==> src/rtl/hazard_stall_ctrl.sv <==
`default_nettype none
// ============================================================================
// Module      : hazard_stall_ctrl
// Description : Pipeline stall/flush sequencing for the 5-stage MIPS-Lite core,
//               including the multi-cycle DIVU sequencer and a stall counter.
// Revision    : 1.0 - initial release
// ============================================================================
module hazard_stall_ctrl #(
    parameter int DIV_CYCLES = 32,
    parameter int CNT_W      = 16
) (
    input  logic             clk,
    input  logic             rst,
    input  logic [4:0]       id_rs,
    input  logic [4:0]       id_rt,
    input  logic             id_uses_rt,
    input  logic             id_div_start,
    input  logic             id_reads_hilo,
    input  logic             ex_mem_read,
    input  logic [4:0]       ex_rt,
    input  logic             ex_branch_taken,
    output logic             pc_en,
    output logic             ifid_en,
    output logic             ifid_flush,
    output logic             idex_flush,
    output logic             div_start,
    output logic             div_busy,
    output logic             hilo_wr,
    output logic [CNT_W-1:0] stall_cnt
);

    localparam int               CW        = $clog2(DIV_CYCLES);
    localparam logic [CW-1:0]    CNT_INIT  = CW'(DIV_CYCLES - 1);
    localparam logic [CW-1:0]    CNT_LAST  = CW'(1);
    localparam logic [CNT_W-1:0] STALL_MAX = '1;

    typedef enum logic [1:0] {
        IDLE     = 2'd0,
        DIV_RUN  = 2'd1,
        DIV_DONE = 2'd2
    } state_t;

    state_t           state_q, state_d;
    logic [CW-1:0]    cnt_q, cnt_d;
    logic [CNT_W-1:0] stall_cnt_q, stall_cnt_d;

    logic w_load_use;
    logic w_div_hz;

    always_comb begin
        w_load_use = ex_mem_read && (ex_rt != 5'd0) &&
                     ((ex_rt == id_rs) || (id_uses_rt && (ex_rt == id_rt)));
        w_div_hz   = (state_q != IDLE) && (id_div_start || id_reads_hilo);
    end

    // Branch flush outranks any stall: the ID instruction is wrong-path anyway.
    always_comb begin
        pc_en      = 1'b1;
        ifid_en    = 1'b1;
        ifid_flush = 1'b0;
        idex_flush = 1'b0;
        if (ex_branch_taken) begin
            ifid_flush = 1'b1;
            idex_flush = 1'b1;
        end else if (w_load_use || w_div_hz) begin
            pc_en      = 1'b0;
            ifid_en    = 1'b0;
            idex_flush = 1'b1;
        end
    end

    // The start cycle counts as busy: the divider latches its operands there,
    // so busy spans DIV_CYCLES+1 cycles and hilo_wr lands DIV_CYCLES after start.
    always_comb begin
        state_d   = state_q;
        cnt_d     = cnt_q;
        div_start = 1'b0;
        div_busy  = 1'b0;
        hilo_wr   = 1'b0;
        case (state_q)
            IDLE: begin
                if (id_div_start && !ex_branch_taken && !w_load_use) begin
                    div_start = 1'b1;
                    div_busy  = 1'b1;
                    cnt_d     = CNT_INIT;
                    state_d   = DIV_RUN;
                end
            end
            DIV_RUN: begin
                div_busy = 1'b1;
                cnt_d    = cnt_q - CW'(1);
                if (cnt_q == CNT_LAST) begin
                    state_d = DIV_DONE;
                end
            end
            DIV_DONE: begin
                div_busy = 1'b1;
                hilo_wr  = 1'b1;
                state_d  = IDLE;
            end
            default: begin
                state_d = IDLE;
            end
        endcase
    end

    always_comb begin
        stall_cnt_d = stall_cnt_q;
        if (!pc_en && (stall_cnt_q != STALL_MAX)) begin
            stall_cnt_d = stall_cnt_q + CNT_W'(1);
        end
    end

    always_ff @(posedge clk) begin
        if (rst) begin
            state_q     <= IDLE;
            cnt_q       <= '0;
            stall_cnt_q <= '0;
        end else begin
            state_q     <= state_d;
            cnt_q       <= cnt_d;
            stall_cnt_q <= stall_cnt_d;
        end
    end

    assign stall_cnt = stall_cnt_q;

endmodule
`default_nettype wire

==> config.mk <==
export PLATFORM = sky130hd
export DESIGN_NAME = hazard_stall_ctrl
export DESIGN_NICKNAME = d
export VERILOG_FILES = /design/src/rtl/hazard_stall_ctrl.sv
export SDC_FILE = /design/constraint.sdc
export NUM_CORES = 1
export LEC_CHECK = 0
export BUFFER_PORTS_ARGS = -buffer_cell sky130_fd_sc_hd__buf_2
export CORE_ASPECT_RATIO = 1.4
export CORE_MARGIN = 4
export CORE_UTILIZATION = 55
export DETAILED_ROUTE_END_ITERATION = 6
export HOLD_SLACK_MARGIN = 0.03
export PLACE_DENSITY = 0.84
export SYNTH_ARGS = -nofsm -noshare
export SYNTH_HDL_FRONTEND = slang
export SYNTH_SLANG_ARGS = --single-unit
export TNS_END_PERCENT = 100
==> constraint.sdc <==
create_clock -name clk -period 4.4 [get_ports clk]
set_input_delay 0.44 -clock clk [delete_from_list [all_inputs] [get_ports clk]]
set_output_delay 0.44 -clock clk [all_outputs]
set_load 0.05 [all_outputs]
== Yosys cells after proc, flatten, opt, wreduce, memory -nomap -nowiden ==
Index checks and enable logic that the tools add are counted.

* Register bits: 23
* Logic and storage cells: 47
* Memories: 0
* ROM bits: 0
* Bits of input ports: 22
* Memory bits (writable): 0
* Output and inout port bits: 23
* Latch bits: 0

* Shift-type cells: 0
* Divide/modulo/power cells: 0
* Reduce and logical (&&, ||, !) cells: 20
* $add $sub $neg: 2
* Bitwise logic cells: 0
* Multiply operators: 0
* Muxes and demuxes: 14
* $lt $le $gt $ge: 0
* Equality and inequality tests: 8

{| class="wikitable"
|+ Operators by type and width
! operator !! number
|-
| adder 16 x 1 -> 16 bit, second input constant || 1
|-
| inequality test 16 bit, second input constant || 1
|-
| equality test 5 bit || 2
|-
| one-hot mux 5 bit (2 select lines) || 1
|-
| 2-to-1 mux 1 bit || 8
|-
| logical AND 1 bit || 7
|-
| equality test 5 x 1 -> 1 bit, second input constant || 1
|-
| 2-to-1 mux 5 bit || 1
|-
| nonzero test 5 bit || 1
|-
| subtractor 5 x 1 -> 5 bit, second input constant || 1
|-
| 2-to-1 mux 2 bit || 2
|-
| inequality test 2 bit, second input constant || 2
|-
| one-hot mux 2 bit (2 select lines) || 1
|-
| AND reduction 2 bit || 2
|-
| nonzero test 2 bit || 2
|-
| logical NOT 1 bit || 3
|-
| logical OR 1 bit || 3
|-
| equality test 2 x 1 -> 1 bit, second input constant || 1
|-
| equality test 2 bit, second input constant || 1
|-
| logical NOT 2 bit || 1
|-
| one-hot mux 1 bit (2 select lines) || 1
|-
| OR reduction 2 bit || 1
|}

== Longest topological paths before layout ==
* Depth after elaboration: 9
* Gate-level depth with buffers: 8

== Least setup slack after synthesis ==
No wires, ideal clock.

* Path type: in2out
* From: in ex_rt[1]
* To: out div_busy
* Buffers on the path: 0
* Data arrival time: 2.347 ns
* Stages: 5
* Path slack: 1.613 ns
* Data required time: 3.960 ns
* Cells stage by stage: or4_4 -> o21a_4 -> a21oi_4 -> nor2_1 -> nor2_1

* Cells in the longest elaborated chain, start to end: 8

{| class="wikitable"
|+ RTL lines
! item !! RTL line !! text
|-
| from (decl) || 20 || <nowiki>input logic [4:0] ex_rt,</nowiki>
|-
| equality test 5 bit || 52 || <nowiki>((ex_rt == id_rs) || (id_uses_rt && (ex_rt == id_rt)));</nowiki>
|-
| logical AND 1 bit || 52 ||
|-
| logical OR 1 bit || 52 ||
|-
| logical AND 1 bit (*) || 51 || <nowiki>w_load_use = ex_mem_read && (ex_rt != 5'd0) &&</nowiki>
|-
| logical NOT 1 bit (*) || 82 || <nowiki>if (id_div_start && !ex_branch_taken && !w_load_use) begin</nowiki>
|-
| logical AND 1 bit (*) || 82 ||
|-
| 2-to-1 mux 1 bit (*) || 82 ||
|-
| one-hot mux 1 bit (2 select lines) (*) || 80 || <nowiki>case (state_q)</nowiki>
|-
| to (decl) || 27 || <nowiki>output logic div_busy,</nowiki>
|}

Mark *: on every way between the ends. The rest lies on a longest branch, timed or not.

== Worst setup path after layout ==
* From: reg state_q[0]
* To: out pc_en

* Cells in the longest elaborated chain, start to end: 5

{| class="wikitable"
|+ RTL lines
! item !! RTL line !! text
|-
| from (decl) || 43 || <nowiki>state_t state_q, state_d;</nowiki>
|-
| from (signal assigned) || 120 || <nowiki>state_q <= state_d;</nowiki>
|-
| nonzero test 2 bit || 53 || <nowiki>w_div_hz = (state_q != IDLE) && (id_div_start || id_reads_hilo);</nowiki>
|-
| logical AND 1 bit || 53 ||
|-
| logical OR 1 bit || 65 || <nowiki>end else if (w_load_use || w_div_hz) begin</nowiki>
|-
| 2-to-1 mux 1 bit || 65 ||
|-
| 2-to-1 mux 1 bit || 62 || <nowiki>if (ex_branch_taken) begin</nowiki>
|-
| to (decl) || 22 || <nowiki>output logic pc_en,</nowiki>
|}

No other way between the ends.

==> metrics.cfg <==
[run_status]
status = finished, final reports clean

[detailed_routing]
detail_route.wl_per_cell_um = 13.61
wirelength_mm = 3.485
wl_met1_mm = 1.480
met2_length_mm = 1.695
drt_first_pass_iters = 4
drt-vias-per-instance = 5.852
dr_wl_met3_um = 266
dr.first_iter.drc_count = 49
postRouteAntennaNets = 0
highest_layer = met4
drc = 0
via_count = 1498

[job]
max-cap-violations = 0

[placement]
dp_hpwl_mm = 2.710
gp_congestion = 0.8054
numPortBuffers = 44

[global_routing]
grt_usage_pct = 19.70
grt_max_degree = 24
grt_first_pass_wirelength_mm = 5.892
grt_pass1_vias = 1383
antenna_found_initial = 0
gr-total-overflow = 0

[critical_path]
endpoint_kind = primary output
cp_data_arrival_time_ps = 2050
reg2reg_depth = 7
path_class = register to primary output
cp-start-kind = register
required_ps = 3960
cp_max_fo = 6

[clocking]
cts_hold_buf = 0
clockBufferDepth = 2
clock-sinks = 23
cts_setup_buffers = 0
clk_latency_ps = 310
clkTransAtPathRegs_ps = 120
cts_max_level = 1
cts_resized = 0
cts_buffers = 3
root_buffer = clkbuf_4
cts_tree = yes

[worst_hold_path]
hold_path_class = register to register
hold_depth = 2

[power_and_ir_drop]
net-switching-power_w = 0.0001896
p_leak_nw = 0.7304
p_int_w = 0.0003168
p_per_area_nw_per_um2 = 282.4
max-vdd-ir-drop_mv = 0.2319
clkPwrFrac_pct = 19.2
combPwrFrac_pct = 35.0
p_seq_share_pct = 45.8
swShare_pct = 37.44

[floorplan]
die_h_um = 70.51
die_x_um = 52.65
core_um2 = 2643
io_pins = 45
fp.dieArea_um2 = 3712
start_util_pct = 58.10
core.rowCount = 22

[yosys]
yosysTopAreaCellShare_pct = 29.99
yosys.area.top_type = dfxtp_1
synth_area_um2 = 1535
ys_seq_area_share_pct = 29.99
yosysWarnings = 0
async_reset_ff_share_pct = 0
avgSynthCellArea_um2 = 8.674
synth_seq_cells = 23
synth-edff-count = 0
synth_nets = 206
synthCells = 177
synth_cell_types = 48
ys_top_cells_by_area = dfxtp_1 30%, ha_1 5.7%, xnor2_1 5.7%
synth_ff_type = dfxtp_1

[sta]
worstMarginPinSlew_ps = 479.3
fin_crit_ps = 2495
hold_viol_final = 0
rsz0062_at_grt = no
maxSlewHeadroom_pct = 68.05
fin_tns_setup_ps = 0
fmax_ghz = 0.4009
clock_skew_ps = 1.957
setup_viol = 0
final_max_slew_viol_count = 0
worst_hold_slack_ps = 518.2
final.period_utilization_pct = 56.69

[layout]
multi_input_area_um2 = 1003
drive_gt1_share_pct = 30.00
area_growth_pct = 16.79
num-fill-cells = 260
nets = 250
num_antenna_cells = 0
seq_area_um2 = 460.4

## logic make-up after synthesis
group	count (synthesis)	share of synthesized area (%)
simple gates	78	28.69
compound gates	36	20.46
flops	23	29.99
xor+xnor	16	9.128
buf+inv	15	4.646
fa+ha+maj	7	5.705
mux	2	1.385
## per-layer routing
layer / vias up / global-route usage (%)
met5: - / 0
met4: 0 / 6.250
met3: 4 / 2.559
met2: 55 / 34.67
met1: 703 / 23.98
li1: 736 / -
## cell type report
class                   instances  area share (%)
clock buffers                   4           1.465
inverters                      10           2.094
multi-input cells             139           55.97
flip-flops and latches         23           25.68
well taps                      36           2.512
repair buffers                 44           12.28
## stage by stage
step	util (%)	cells	power [W]	setup WS, ps	area (µm²)
floorplan	-	177	0.0003738	1613	1535
global placement	66.86	252	0.0004092	1990	1767
detailed placement	66.86	252	0.0004126	1952	1767
CTS	67.85	256	0.0005087	1907	1793
global route	67.85	256	0.0005364	1762	1793
finish	67.85	256	0.0005064	1905	1793
## final timing paths
| kind | from | to | slack (ps) |
|---|---|---|---|
| worst max-delay path | state_q[0] | pc_en | 1910 |
| worst max register to register | state_q[0] | stall_cnt[5] | 1970 |
| worst min-delay path | stall_cnt[9] | stall_cnt[9] | 520 |
| worst min register to register | stall_cnt[9] | stall_cnt[9] | 520 |
## power by group through the flow
stage | Clock, W | Combinational [W] | Sequential [W]
detailed placement | 0 | 0.000176 | 0.000236
finish | 0.0000974 | 0.000177 | 0.000232
global route | 0.000111 | 0.000192 | 0.000234
floorplan | 0 | 0.000137 | 0.000237
global placement | 0 | 0.000174 | 0.000236
CTS | 0.0000998 | 0.000177 | 0.000232
## worst max-delay path: stages (launching register included)
cell      delay (ps)
dfxtp_1          410
inv_1             80
ha_1             280
o21bai_2         280
a21boi_1         180
or2_2            300
buf_2            210
## cells in the mapped netlist (2+ instances only)
| library cell | number |
|---|---|
| inv_1 | 10 |
| or3_1 | 4 |
| nand2_1 | 9 |
| o2111ai_1 | 2 |
| buf_4 | 2 |
| nor2_1 | 20 |
| o31ai_1 | 2 |
| nor3_1 | 9 |
| clkbuf_1 | 2 |
| a2111oi_2 | 2 |
| o211a_1 | 2 |
| xor2_1 | 6 |
| ha_1 | 7 |
| a311oi_1 | 2 |
| and3_1 | 2 |
| xnor2_1 | 10 |
| dfxtp_1 | 23 |
| nand4_1 | 9 |
| a21oi_1 | 9 |
| nand3_1 | 7 |
| or2_2 | 3 |
| o21ai_0 | 6 |
| or4_1 | 4 |
## layout by cell type, fill, tap and decap left out, types with 7 or more instances in the layout
cell	Yosys	layout
buf_2	0	44
dfxtp_1	23	23
nor2_1	20	20
nand4_1	9	9
a21oi_1	9	9
nand2_1	9	9
xnor2_1	10	10
inv_1	10	10
nor3_1	9	9
ha_1	7	7
nand3_1	7	7
## flip-flops by register name (all words and copies together) (netlist names)
register / count
cnt_q: 5
stall_cnt: 16
state_q: 2
Power figures use the tool's default switching activity.
